$ cat config.mk
export PLATFORM = sky130hd
export DESIGN_NAME = alu_seq
export DESIGN_NICKNAME = d
export VERILOG_FILES = /design/src/rtl/alu_seq.sv
export SDC_FILE = /design/constraint.sdc
export NUM_CORES = 1
export LEC_CHECK = 0
export ABC_AREA = 1
export CELL_PAD_IN_SITES_DETAIL_PLACEMENT = 1
export CELL_PAD_IN_SITES_GLOBAL_PLACEMENT = 2
export CORE_UTILIZATION = 38
export DETAILED_ROUTE_END_ITERATION = 16
export DONT_BUFFER_PORTS = 1
export PLACE_DENSITY_LB_ADDON = 0.1
export SLEW_MARGIN = 10
export SYNTH_ARGS = -nofsm -noshare
export SYNTH_HDL_FRONTEND = slang
export SYNTH_SLANG_ARGS = --single-unit
$ cat constraint.sdc
create_clock -name clk -period 6.5 [get_ports clk]
set_input_delay 0.975 -clock clk [delete_from_list [all_inputs] [get_ports clk]]
set_output_delay 0.975 -clock clk [all_outputs]
set_load 0.01 [all_outputs]
$ cat src/rtl/alu_seq.sv
// alu_seq: handshaked ALU with a valid/ready input channel and a registered
// valid/ready output channel. Single-cycle ops produce one result per clock.
// Unsigned multiply runs as a W-step shift-add sequence.
module alu_seq #(
    parameter int W = 8
) (
    input  logic           clk,
    input  logic           rst,
    input  logic           in_valid,
    output logic           in_ready,
    input  logic [W-1:0]   a,
    input  logic [W-1:0]   b,
    input  logic [3:0]     op,
    output logic           out_valid,
    input  logic           out_ready,
    output logic [2*W-1:0] result,
    output logic           zero,
    output logic           carry,
    output logic           err
);

    localparam int CW = (W > 1) ? $clog2(W) : 1;
    localparam logic [CW-1:0]  LAST_STEP = CW'(W - 1);
    localparam logic [2*W-1:0] SHR_LIMIT = (2*W)'(W);
    localparam logic [2*W-1:0] SHL_LIMIT = (2*W)'(2 * W);

    localparam logic [3:0] OP_ADD  = 4'd0;
    localparam logic [3:0] OP_SUB  = 4'd1;
    localparam logic [3:0] OP_AND  = 4'd2;
    localparam logic [3:0] OP_OR   = 4'd3;
    localparam logic [3:0] OP_XOR  = 4'd4;
    localparam logic [3:0] OP_SHR  = 4'd5;
    localparam logic [3:0] OP_SHL  = 4'd6;
    localparam logic [3:0] OP_GTU  = 4'd7;
    localparam logic [3:0] OP_MULU = 4'd8;
    localparam logic [3:0] OP_LTS  = 4'd9;

    typedef enum logic {
        IDLE,
        MUL
    } state_t;

    state_t         state;
    logic [2*W-1:0] mcand;
    logic [2*W-1:0] acc;
    logic [W-1:0]   mplier;
    logic [CW-1:0]  count;

    logic [2*W-1:0] a_ext;
    logic [2*W-1:0] b_ext;
    logic [2*W-1:0] alu_res;
    logic           alu_carry;
    logic           alu_err;
    logic [2*W-1:0] step_acc;
    logic           accept;
    logic           drain;

    assign a_ext    = {{W{1'b0}}, a};
    assign b_ext    = {{W{1'b0}}, b};
    // A new op may enter only when idle and the output slot is free or emptying this edge.
    assign in_ready = !rst && (state == IDLE) && (!out_valid || out_ready);
    assign accept   = in_valid && in_ready;
    assign drain    = out_valid && out_ready;
    assign step_acc = acc + (mplier[0] ? mcand : '0);

    // Combinational result and flags for every single-cycle opcode.
    always_comb begin
        alu_res   = '0;
        alu_carry = 1'b0;
        alu_err   = 1'b0;
        case (op)
            OP_ADD: begin
                alu_res   = a_ext + b_ext;
                alu_carry = alu_res[W];
            end
            OP_SUB: begin
                alu_res   = a_ext - b_ext;
                alu_carry = (a < b);
            end
            OP_AND:  alu_res = a_ext & b_ext;
            OP_OR:   alu_res = a_ext | b_ext;
            OP_XOR:  alu_res = a_ext ^ b_ext;
            OP_SHR:  alu_res = (b_ext >= SHR_LIMIT) ? '0 : (a_ext >> b);
            OP_SHL:  alu_res = (b_ext >= SHL_LIMIT) ? '0 : (a_ext << b);
            OP_GTU:  alu_res = {{(2*W-1){1'b0}}, (a > b)};
            OP_MULU: alu_res = '0;
            OP_LTS:  alu_res = {{(2*W-1){1'b0}}, ($signed(a) < $signed(b))};
            default: alu_err = 1'b1;
        endcase
    end

    // Control FSM, shift-add multiplier datapath and the registered output slot.
    always_ff @(posedge clk) begin
        if (rst) begin
            state     <= IDLE;
            out_valid <= 1'b0;
            result    <= '0;
            zero      <= 1'b0;
            carry     <= 1'b0;
            err       <= 1'b0;
            mcand     <= '0;
            acc       <= '0;
            mplier    <= '0;
            count     <= '0;
        end else begin
            case (state)
                IDLE: begin
                    if (accept && (op == OP_MULU)) begin
                        mcand  <= a_ext;
                        mplier <= b;
                        acc    <= '0;
                        count  <= '0;
                        state  <= MUL;
                        if (drain) begin
                            out_valid <= 1'b0;
                        end
                    end else if (accept) begin
                        result    <= alu_res;
                        zero      <= (alu_res == '0);
                        carry     <= alu_carry;
                        err       <= alu_err;
                        out_valid <= 1'b1;
                    end else if (drain) begin
                        out_valid <= 1'b0;
                    end
                end
                MUL: begin
                    acc    <= step_acc;
                    mcand  <= mcand << 1;
                    mplier <= mplier >> 1;
                    count  <= count + 1'b1;
                    if (count == LAST_STEP) begin
                        result    <= step_acc;
                        zero      <= (step_acc == '0);
                        carry     <= 1'b0;
                        err       <= 1'b0;
                        out_valid <= 1'b1;
                        state     <= IDLE;
                    end
                end
                default: state <= IDLE;
            endcase
        end
    end

endmodule

==> results.toml <==
[worst_setup_path]
critPathKind = "input port to flop"
startpoint_type = "input port"
worstPathRequired_ns = 6.79
path_max_fanout = 18
crit_chain = "clkinv_1 -> ha_1 -> inv_2 -> nand2_1 -> o21ai_1 -> nand2_1 -> nand3_2 -> nand2_1 -> nor2_1 -> nand2_1 -> nor2_1 -> nand3_1 -> nand3_1 -> nand2_1 -> inv_1"
max_stage_delay_ns = 0.58
worstPathArrival_ns = 3.44
crit_slowest_cell = "ha_1"
cp-end-kind = "flop"
r2r_slack_ns = 3.44
crit_path_frequent_cell = "nand2_1"

[global_route]
grt_pass1_vias = 6182
grt_usage_pct = 29.8
overflow = 0
antenna_found_initial = 0
grt_max_degree = 51
grt_pass1_wl_mm = 34.3

[floorplanning]
die_h_um = 124
die-area_um2 = 15400
die_w_um = 124
ios = 45
core_area_um2 = 14500
initial_utilization_pct = 39.0
num_rows = 44

[clock_tree]
cts-buffers-inserted = 9
cts-root-buf = "clkbuf_16"
cts.htree.levels = 3
cts_hold_buf = 0
insertion_delay_ns = 0.35
clk_path_buf_depth = 2
cts_tree = "done"
post_cts_resized = 0
post_cts_buffers = 0
cts_sinks = 64
clkTransAtPathRegs_ns = 0.06

[sta]
max_slew_margin_pct = 57.8
hold_viol = 0
rsz0062_at_grt = "no"
min_period_ns = 3.15
worst_pin_slew_ns = 0.632
finalCritPeriodShare_pct = 48.5
drv_slew = 0
tns_ns = 0
max_freq_mhz = 317
setup_viol = 0
fin_skew_ns = 0.00783

[final_layout]
syn2layout_area_growth_pct = 6.62
nets = 979
regArea_um2 = 1280
drive_gt1_share_pct = 6.33
final_core_util_pct = 41.6
nFillCells = 1987
antennaDiodeCount = 0
multi_input_area_um2 = 3810

[synth]
syn_inst = 935
synth_area_um2 = 5670
synthFlopType = "dfxtp_1"
syn_area_per_cell_um2 = 6.06
synth-seq-area-share_pct = 22.6
synth_edf_count = 0
ys_async_sr_fraction_pct = 0
yosysUniqueCellTypes = 45
synth_warnings = 0
ys_seq_elements = 64
syn-num-nets = 1003
synthTopCellsByArea = "dfxtp_1 (23%), nand2_1 (18%), nand3_1 (9.4%)"
yosysTopAreaCell = "dfxtp_1"
yosysTopAreaCellShare_pct = 22.6

[status]
status = "completed"

[placement]
globalplace.congestion = 0.956
portBuffers = 0
post-dp-hpwl_mm = 17.2

[route]
vias = 6314
finalWirelength_mm = 22.0
via_per_inst = 5.74
remaining_drc_errors = 0
drtPass1Iterations = 5
wl_per_cell_um = 20.0
drtAntennaViolNets = 0
drt-initial-drc-count = 548

[pwr]
ir_drop_mv = 0.120
pwr_density_cell_nw_per_um2 = 180
p_leak_nw = 2.88

[min_path]
hp-class = "flop to flop"

[run]
maxCapViolations = 0
## area by class of cell
class | instances | share of cell area (%)
Clock buffer | 9 | 3.73
Clock inverter | 7 | 1.30
Inverter | 106 | 6.58
Multi-Input combinational cell | 727 | 63.0
Sequential cell | 64 | 21.2
Tap cell | 184 | 3.81
Timing Repair Buffer | 3 | 0.373
## critical path: cells and delay by family
kind | cells | cell delay (ns)
AO/OA/AOI/OAI | 1 | 0.22
buffers and inverters | 3 | 0.58
adder cells (fa/ha/maj) | 1 | 0.58
AND/OR/NAND/NOR | 10 | 1.08
## power breakdown
group / switching [W] / internal, W
logic: 0.000124 / 0.0000517
registers: 0.0000112 / 0.000401
clock network: 0.000197 / 0.000300
## layout by cell type (no fill, tap or decap), types with 3 or more instances in the layout
master	synthesis	routed
nand3_1	107	107
dfxtp_1	64	64
nor2_2	4	4
ha_1	41	41
nand2_2	4	4
nor2_1	69	69
clkbuf_16	0	9
nand2_1	278	278
a22oi_1	14	14
nand3b_1	3	3
o21ai_1	6	6
or2_2	6	6
nand4_1	27	27
o21bai_1	4	4
o21ai_0	25	25
nor2_4	4	4
a21oi_1	83	83
fa_1	3	3
buf_4	1	3
o211ai_1	8	8
a31oi_1	9	9
inv_2	14	14
inv_1	91	91
nor3_1	8	8
xor2_1	7	7
## registers in the layout, indices dropped and copies added (netlist names)
signal	count
acc	16
mcand	16
result	16
mplier	8
count	3
carry	1
err	1
out_valid	1
state	1
zero	1
## synth_stat cells (2+ instances only)
library cell / n
a21oi_1: 83
a21oi_2: 2
a22oi_1: 14
a31oi_1: 9
buf_2: 8
buf_6: 3
clkbuf_1: 23
clkbuf_2: 2
dfxtp_1: 64
fa_1: 3
ha_1: 41
inv_1: 91
inv_2: 14
nand2_1: 278
nand2_2: 4
nand3_1: 107
nand3b_1: 3
nand4_1: 27
nand4_2: 2
nor2_1: 69
nor2_2: 4
nor2_4: 4
nor3_1: 8
o211ai_1: 8
o21ai_0: 25
o21ai_1: 6
o21bai_1: 4
or2_2: 6
xor2_1: 7
## path summary, 6_finish.rpt
check	cells after the start	start	to
worst max register to register	18	mplier[0]	zero
worst min register to register	2	mplier[7]	mplier[7]
worst max-delay path	15	b[2]	zero
worst min-delay path	2	mplier[7]	mplier[7]
## cell families after synthesis
logic type,share of synthesized area (%)
buffers and inverters,10.2
xor gates and xnor gates,1.08
DFF,22.6
and+or+nand+nor,40.3
AOI/OAI and AO/OA,15.7
adders and majority gates,10.1
## metal layers
metal | GRT usage [%] | up-vias | share of wire, %
li1 | - | 3050 | -
met2 | 46.3 | 151 | 44
met1 | 41.7 | 3079 | 49
met4 | 9.52 | 0 | 2.1
met3 | 4.53 | 34 | 4.9
met5 | 0 | - | 0
## stage by stage
step	cells	hold slack, ns	power, W	cell area, um^2	setup WS [ns]
2_1_floorplan	935	0.441	0.000553	5670	3.52
3_3_place_gp	1084	0.445	0.000590	5740	3.08
3_5_place_dp	1084	0.452	0.000592	5740	3.06
4_1_cts	1100	0.460	0.00109	6040	3.41
5_1_grt	1100	0.483	0.00113	6040	3.10
6_report	1100	0.461	0.00109	6040	3.35
Power figures use the tool's default switching activity.
